--- src/rtl/ppd_pkg.sv ---
// Shared helpers for the polyphase decimation (PPD) filter: ceiling division,
// phase-counter width and the phase-to-slot mapping used by the commutator
// and the downstream multiply-add stage.
package ppd_pkg;

    // Ceiling of num/den for positive operands.
    function automatic int ceil_div(input int num, input int den);
        return (num + den - 1) / den;
    endfunction

    // Phase counter width: max(1, $clog2(d)), so d=1 still has a 1-bit counter.
    function automatic int cnt_width(input int d);
        return (d <= 2) ? 1 : $clog2(d);
    endfunction

    // Physical slot for a frame phase: counter-clockwise fills from slot 0,
    // clockwise fills from slot d-1 downwards.
    function automatic int slot_idx(input int phase, input int d, input int ccw);
        return (ccw != 0) ? phase : (d - 1 - phase);
    endfunction

endpackage

--- src/rtl/ppd_phase_cnt.sv ---
// Modulo-D phase counter for the PPD commutator. Advances on i_ena, clears on
// i_rst, and i_load restarts a frame (the current sample becomes phase 0, so
// the counter moves to 1, or wraps at once when D=1). o_wrap is combinational
// and flags the cycle on which the last phase of a frame is consumed.
module ppd_phase_cnt
    import ppd_pkg::*;
#(
    parameter int gp_modulus = 31
) (
    input  logic                               i_clk,
    input  logic                               i_rst,
    input  logic                               i_ena,
    input  logic                               i_load,
    output logic [cnt_width(gp_modulus)-1:0]   o_phase,
    output logic                               o_wrap
);

    localparam int CW = cnt_width(gp_modulus);
    // Wrap compares against D-1 explicitly; D need not be a power of two.
    localparam logic [CW-1:0] LAST = CW'(gp_modulus - 1);

    logic [CW-1:0] phase_q;
    logic [CW-1:0] phase_d;
    logic          wrap;

    // Next phase and wrap flag for the current cycle.
    always_comb begin
        phase_d = phase_q;
        wrap    = 1'b0;
        if (i_ena) begin
            if (i_load) begin
                if (gp_modulus == 1) begin
                    phase_d = '0;
                    wrap    = 1'b1;
                end else begin
                    phase_d = CW'(1);
                end
            end else if (phase_q == LAST) begin
                phase_d = '0;
                wrap    = 1'b1;
            end else begin
                phase_d = phase_q + 1'b1;
            end
        end
    end

    // Phase register with synchronous clear.
    always_ff @(posedge i_clk) begin
        if (i_rst) begin
            phase_q <= '0;
        end else begin
            phase_q <= phase_d;
        end
    end

    assign o_phase = phase_q;
    assign o_wrap  = wrap;

endmodule

--- src/rtl/ppd_commutator.sv ---
// Input commutator for the PPD filter: packs D consecutive serial samples into
// one parallel frame and presents it with a one-cycle strobe at the decimated
// rate. Optional frame alignment input i_sync exists when PPD_COMM_SYNC_EN is
// defined; without it the phase counter free-runs from reset.
//
// Handshake: i_ena qualifies i_data (no back-pressure, a sample is taken on
// every cycle with i_ena=1); o_ena is a single-cycle strobe that marks a new
// o_data, which then holds until the next strobe or reset.
module ppd_commutator
    import ppd_pkg::*;
#(
    parameter int gp_idata_width       = 6,
    parameter int gp_decimation_factor = 31,
    parameter int gp_ccw               = 1
) (
    input  logic                                             i_clk,
    input  logic                                             i_rst,
    input  logic                                             i_ena,
`ifdef PPD_COMM_SYNC_EN
    input  logic                                             i_sync,
`endif
    input  logic signed [gp_idata_width-1:0]                 i_data,
    output logic [gp_decimation_factor*gp_idata_width-1:0]   o_data,
    output logic                                             o_ena,
    output logic [cnt_width(gp_decimation_factor)-1:0]       o_phase
);

    localparam int W  = gp_idata_width;
    localparam int D  = gp_decimation_factor;
    localparam int CW = cnt_width(D);

    logic [CW-1:0]  phase;
    logic [CW-1:0]  phase_eff;
    logic [CW-1:0]  slot_sel;
    logic           wrap;
    logic           sync_hit;
    logic [D*W-1:0] fill_q;
    logic [D*W-1:0] fill_next;

`ifdef PPD_COMM_SYNC_EN
    assign sync_hit = i_ena & i_sync;
`else
    assign sync_hit = 1'b0;
`endif

    ppd_phase_cnt #(
        .gp_modulus (D)
    ) u_phase_cnt (
        .i_clk   (i_clk),
        .i_rst   (i_rst),
        .i_ena   (i_ena),
        .i_load  (sync_hit),
        .o_phase (phase),
        .o_wrap  (wrap)
    );

    // A sync sample always opens a new frame, so it takes phase 0's slot.
    assign phase_eff = sync_hit ? '0 : phase;
    assign slot_sel  = CW'(slot_idx(int'(phase_eff), D, gp_ccw));

    // Fill register with the current sample merged in; the output register
    // loads this so the final sample of a frame is included without delay.
    for (genvar s = 0; s < D; s++) begin : g_slot
        assign fill_next[s*W +: W] = (i_ena && (slot_sel == CW'(s)))
                                     ? i_data : fill_q[s*W +: W];
    end

    // Fill register: slots are overwritten in place, never cleared on wrap.
    always_ff @(posedge i_clk) begin
        if (i_rst) begin
            fill_q <= '0;
        end else if (i_ena) begin
            fill_q <= fill_next;
        end
    end

    // Output frame and strobe, updated only when a frame completes.
    always_ff @(posedge i_clk) begin
        if (i_rst) begin
            o_data <= '0;
            o_ena  <= 1'b0;
        end else begin
            o_ena <= wrap;
            if (wrap) begin
                o_data <= fill_next;
            end
        end
    end

    assign o_phase = phase;

endmodule

--- config.mk ---
export PLATFORM = sky130hd
export DESIGN_NAME = ppd_commutator
export DESIGN_NICKNAME = d
export VERILOG_FILES = /design/src/rtl/ppd_pkg.sv /design/src/rtl/ppd_phase_cnt.sv /design/src/rtl/ppd_commutator.sv
export SDC_FILE = /design/constraint.sdc
export NUM_CORES = 1
export LEC_CHECK = 0
export ABC_AREA = 0
export CAP_MARGIN = 10
export CELL_PAD_IN_SITES_DETAIL_PLACEMENT = 0
export CELL_PAD_IN_SITES_GLOBAL_PLACEMENT = 2
export CORE_AREA = 2 2 194 196
export CTS_CLUSTER_SIZE = 40
export DETAILED_ROUTE_END_ITERATION = 10
export DIE_AREA = 0 0 196 198
export HOLD_SLACK_MARGIN = 0.08
export PLACE_DENSITY = 0.93
export SLEW_MARGIN = 40
export SYNTH_ARGS = -nofsm -noshare
export SYNTH_HDL_FRONTEND = slang
export SYNTH_SLANG_ARGS = --single-unit
--- constraint.sdc ---
create_clock -name i_clk -period 4.7 [get_ports i_clk]
set_input_delay 1.175 -clock i_clk [delete_from_list [all_inputs] [get_ports i_clk]]
set_output_delay 1.175 -clock i_clk [all_outputs]
set_load 0.05 [all_outputs]
==> results.tsv <==
metric	value	unit
status	finished, final reports clean	
end_kind	output pin	
fin_setup_tns	0	ns
io_pins	201	
worst_slew_pin_slew	0.856	ns
slew_viol_final	0	
critical_path.max_fanout	19	
cts_tree	done	
grt_pass1_vias	10402	
row_count	71	
syn_to_final_growth	27.2	%
critical_path_class	reg -> out	
cpPeakStageDelay	1.00	ns
syn_area	13100	sq um
drc	0	
fin_skew	0.0229	ns
timing.fmax	293	MHz
ir_drop	237	uV
seq_area_frac_synth	56.9	%
dominantRegCellSynth	dfxtp_1	
io_buffers	200	
fp.dieH	198	um
p_per_area	403	nW/um^2
initial_core_util	35.4	%
grt_max_degree	181	
nets	1445	
use_met3	3.27	%
yosys.cell_count.top_type	dfxtp_1	
busiest_layer	met2	
fill_cells	3463	
grt_overflow_total	0	
wl	40.5	mm
rsz0062_at_grt	no	
htreeDepth	2	
hpwl	22.9	mm
synth_area_leader_cell	dfxtp_1	
crit_family	buffers and inverters	
via_count	10796	
hold_buffers	0	
synth_common_cells	dfxtp_1 (372), a21oi_1 (180), nand3_1 (178)	
hold_viol	0	
synth_top_area_share	56.9	%
setup_viol	0	
cts_buffers	41	
start_kind	register	
clockBufferDepth	3	
grt_pass1_wl	62.6	mm
path_clk_slew	0.06	ns
synth_edf_count	0	
viasPerCell	5.58	
p_leak	5.68	nW
async_reset_ff_share	0	%
drtAntennaViolNets	0	
power	6.70	mW
path_buf_inv	1	
synth_nets	1338	
drtPass1Iterations	5	
layout_min_cycle_time	3.42	ns
slowest_stage	clkdlybuf4s50_1	
min_path_type	reg -> reg	
die_w	196	um
grt_util_met2	33.4	%
grtUsageMet1	28.0	%
relSlewSlack	43.0	%
n_antenna_cell	0	
required	3.52	ns
coreArea	37000	sq um
clock_latency	0.54	ns
place.gp.congestion	0.741	
drive_gt1_share	7.67	%
maxCapViolCount	0	
antenna_found_initial	0	
syn_avg_cell_area	9.88	sq um
cp.arrival	2.24	ns
cts_root_buffer	clkbuf_16	
grtUsageTotal	20.6	%
cts.sinks	372	
path_cells	clkdlybuf4s50_1	
synth_seq_cells	372	
finalCritPeriodShare	72.7	%
wl_per_cell	20.9	um
synthTopCellsByArea	dfxtp_1 (57%), a22o_1 (11%), a21oi_1 (6.9%)	
cts_resized	0	
die_area	38800	sq um
ys_types	33	
synth_cells	1324	
drtIter0Drc	1008	
postCtsSetupBuffers	0	
yosysWarnings	0	
through the flow:
step	worst slack (ns)	cells	cell area [sq um]	hold slack [ns]	util, %
3_5_place_dp	1.27	1860	15200	0.455	41.1
2_1_floorplan	2.39	1324	13100	0.442	-
3_3_place_gp	1.31	1856	15100	0.449	40.8
5_1_grt	1.24	1935	16600	0.478	45.0
4_1_cts	1.28	1933	16600	0.462	44.9
6_report	1.28	1935	16600	0.467	45.0
flip-flops by register name, indices dropped and copies added (netlist names):
signal,count
o_ena,1
o_data,186
u_phase_cnt.o_phase,5
fill_q,180
worst paths after layout:
check / start / endpoint / slack, ns / depth (start not counted)
max reg2reg: u_phase_cnt.o_phase[2]$_SDFFE_PP0P_ / o_data[183]$_SDFFE_PP0P_ / 1.78 / 5
min: fill_q[166]$_SDFFE_PP0P_ / o_data[166]$_SDFFE_PP0P_ / 0.47 / 1
min reg2reg: fill_q[166]$_SDFFE_PP0P_ / o_data[166]$_SDFFE_PP0P_ / 0.47 / 1
max: u_phase_cnt.o_phase[4]$_SDFFE_PP0P_ / o_phase[4] / 1.28 / 1
metal layers:
layer / wire length (um) / vias to the layer above
met1: 18300 / 5305
met4: 1060 / 0
met3: 2460 / 71
li1: - / 5045
met5: 0 / -
met2: 18700 / 375
layout by cell type, fill, tap and decap left out, types with 19 or more instances in the layout:
master | Yosys | final
a21oi_1 | 180 | 180
o21ai_0 | 167 | 167
clkbuf_16 | 0 | 42
a22o_1 | 168 | 168
dfxtp_1 | 372 | 372
buf_4 | 8 | 22
nand3_1 | 178 | 178
clkdlybuf4s50_1 | 0 | 193
mux2i_1 | 19 | 19
layout make-up:
cell class | instances | area (sq um) | area share (%)
Inverter | 4 | 20.0 | 0.120
Sequential cell | 372 | 7450 | 44.8
Timing Repair Buffer | 227 | 2320 | 14.0
Multi-Input combinational cell | 785 | 4850 | 29.2
Clock inverter | 12 | 161 | 0.971
Clock buffer | 61 | 1230 | 7.41
Tap cell | 474 | 593 | 3.57
power breakdown:
group	switching, mW	internal [mW]
Sequential	0.0120	3.17
Combinational	0.187	0.0487
Clock	1.30	1.98
worst register-to-register path, cell delays in order, from the launching register on:
cell and delay, ns:
dfxtp_1 0.68, nand2_2 0.57, or3_4 0.67, inv_6 0.23, buf_12 0.36, a22o_1 0.35
cell families (layout without fill, tap and decap cells):
| group | after synthesis | count (layout) | share of synthesized area, % |
|---|---|---|---|
| DFF | 372 | 372 | 56.9 |
| buffers and inverters | 167 | 304 | 6.32 |
| muxes | 19 | 19 | 1.45 |
| AOI/OAI and AO/OA | 543 | 543 | 26.1 |
| and+or+nand+nor | 215 | 215 | 8.47 |
| xor gates and xnor gates | 3 | 3 | 0.201 |
| adders and majority gates | 5 | 5 | 0.478 |
Power figures use the tool's default switching activity.
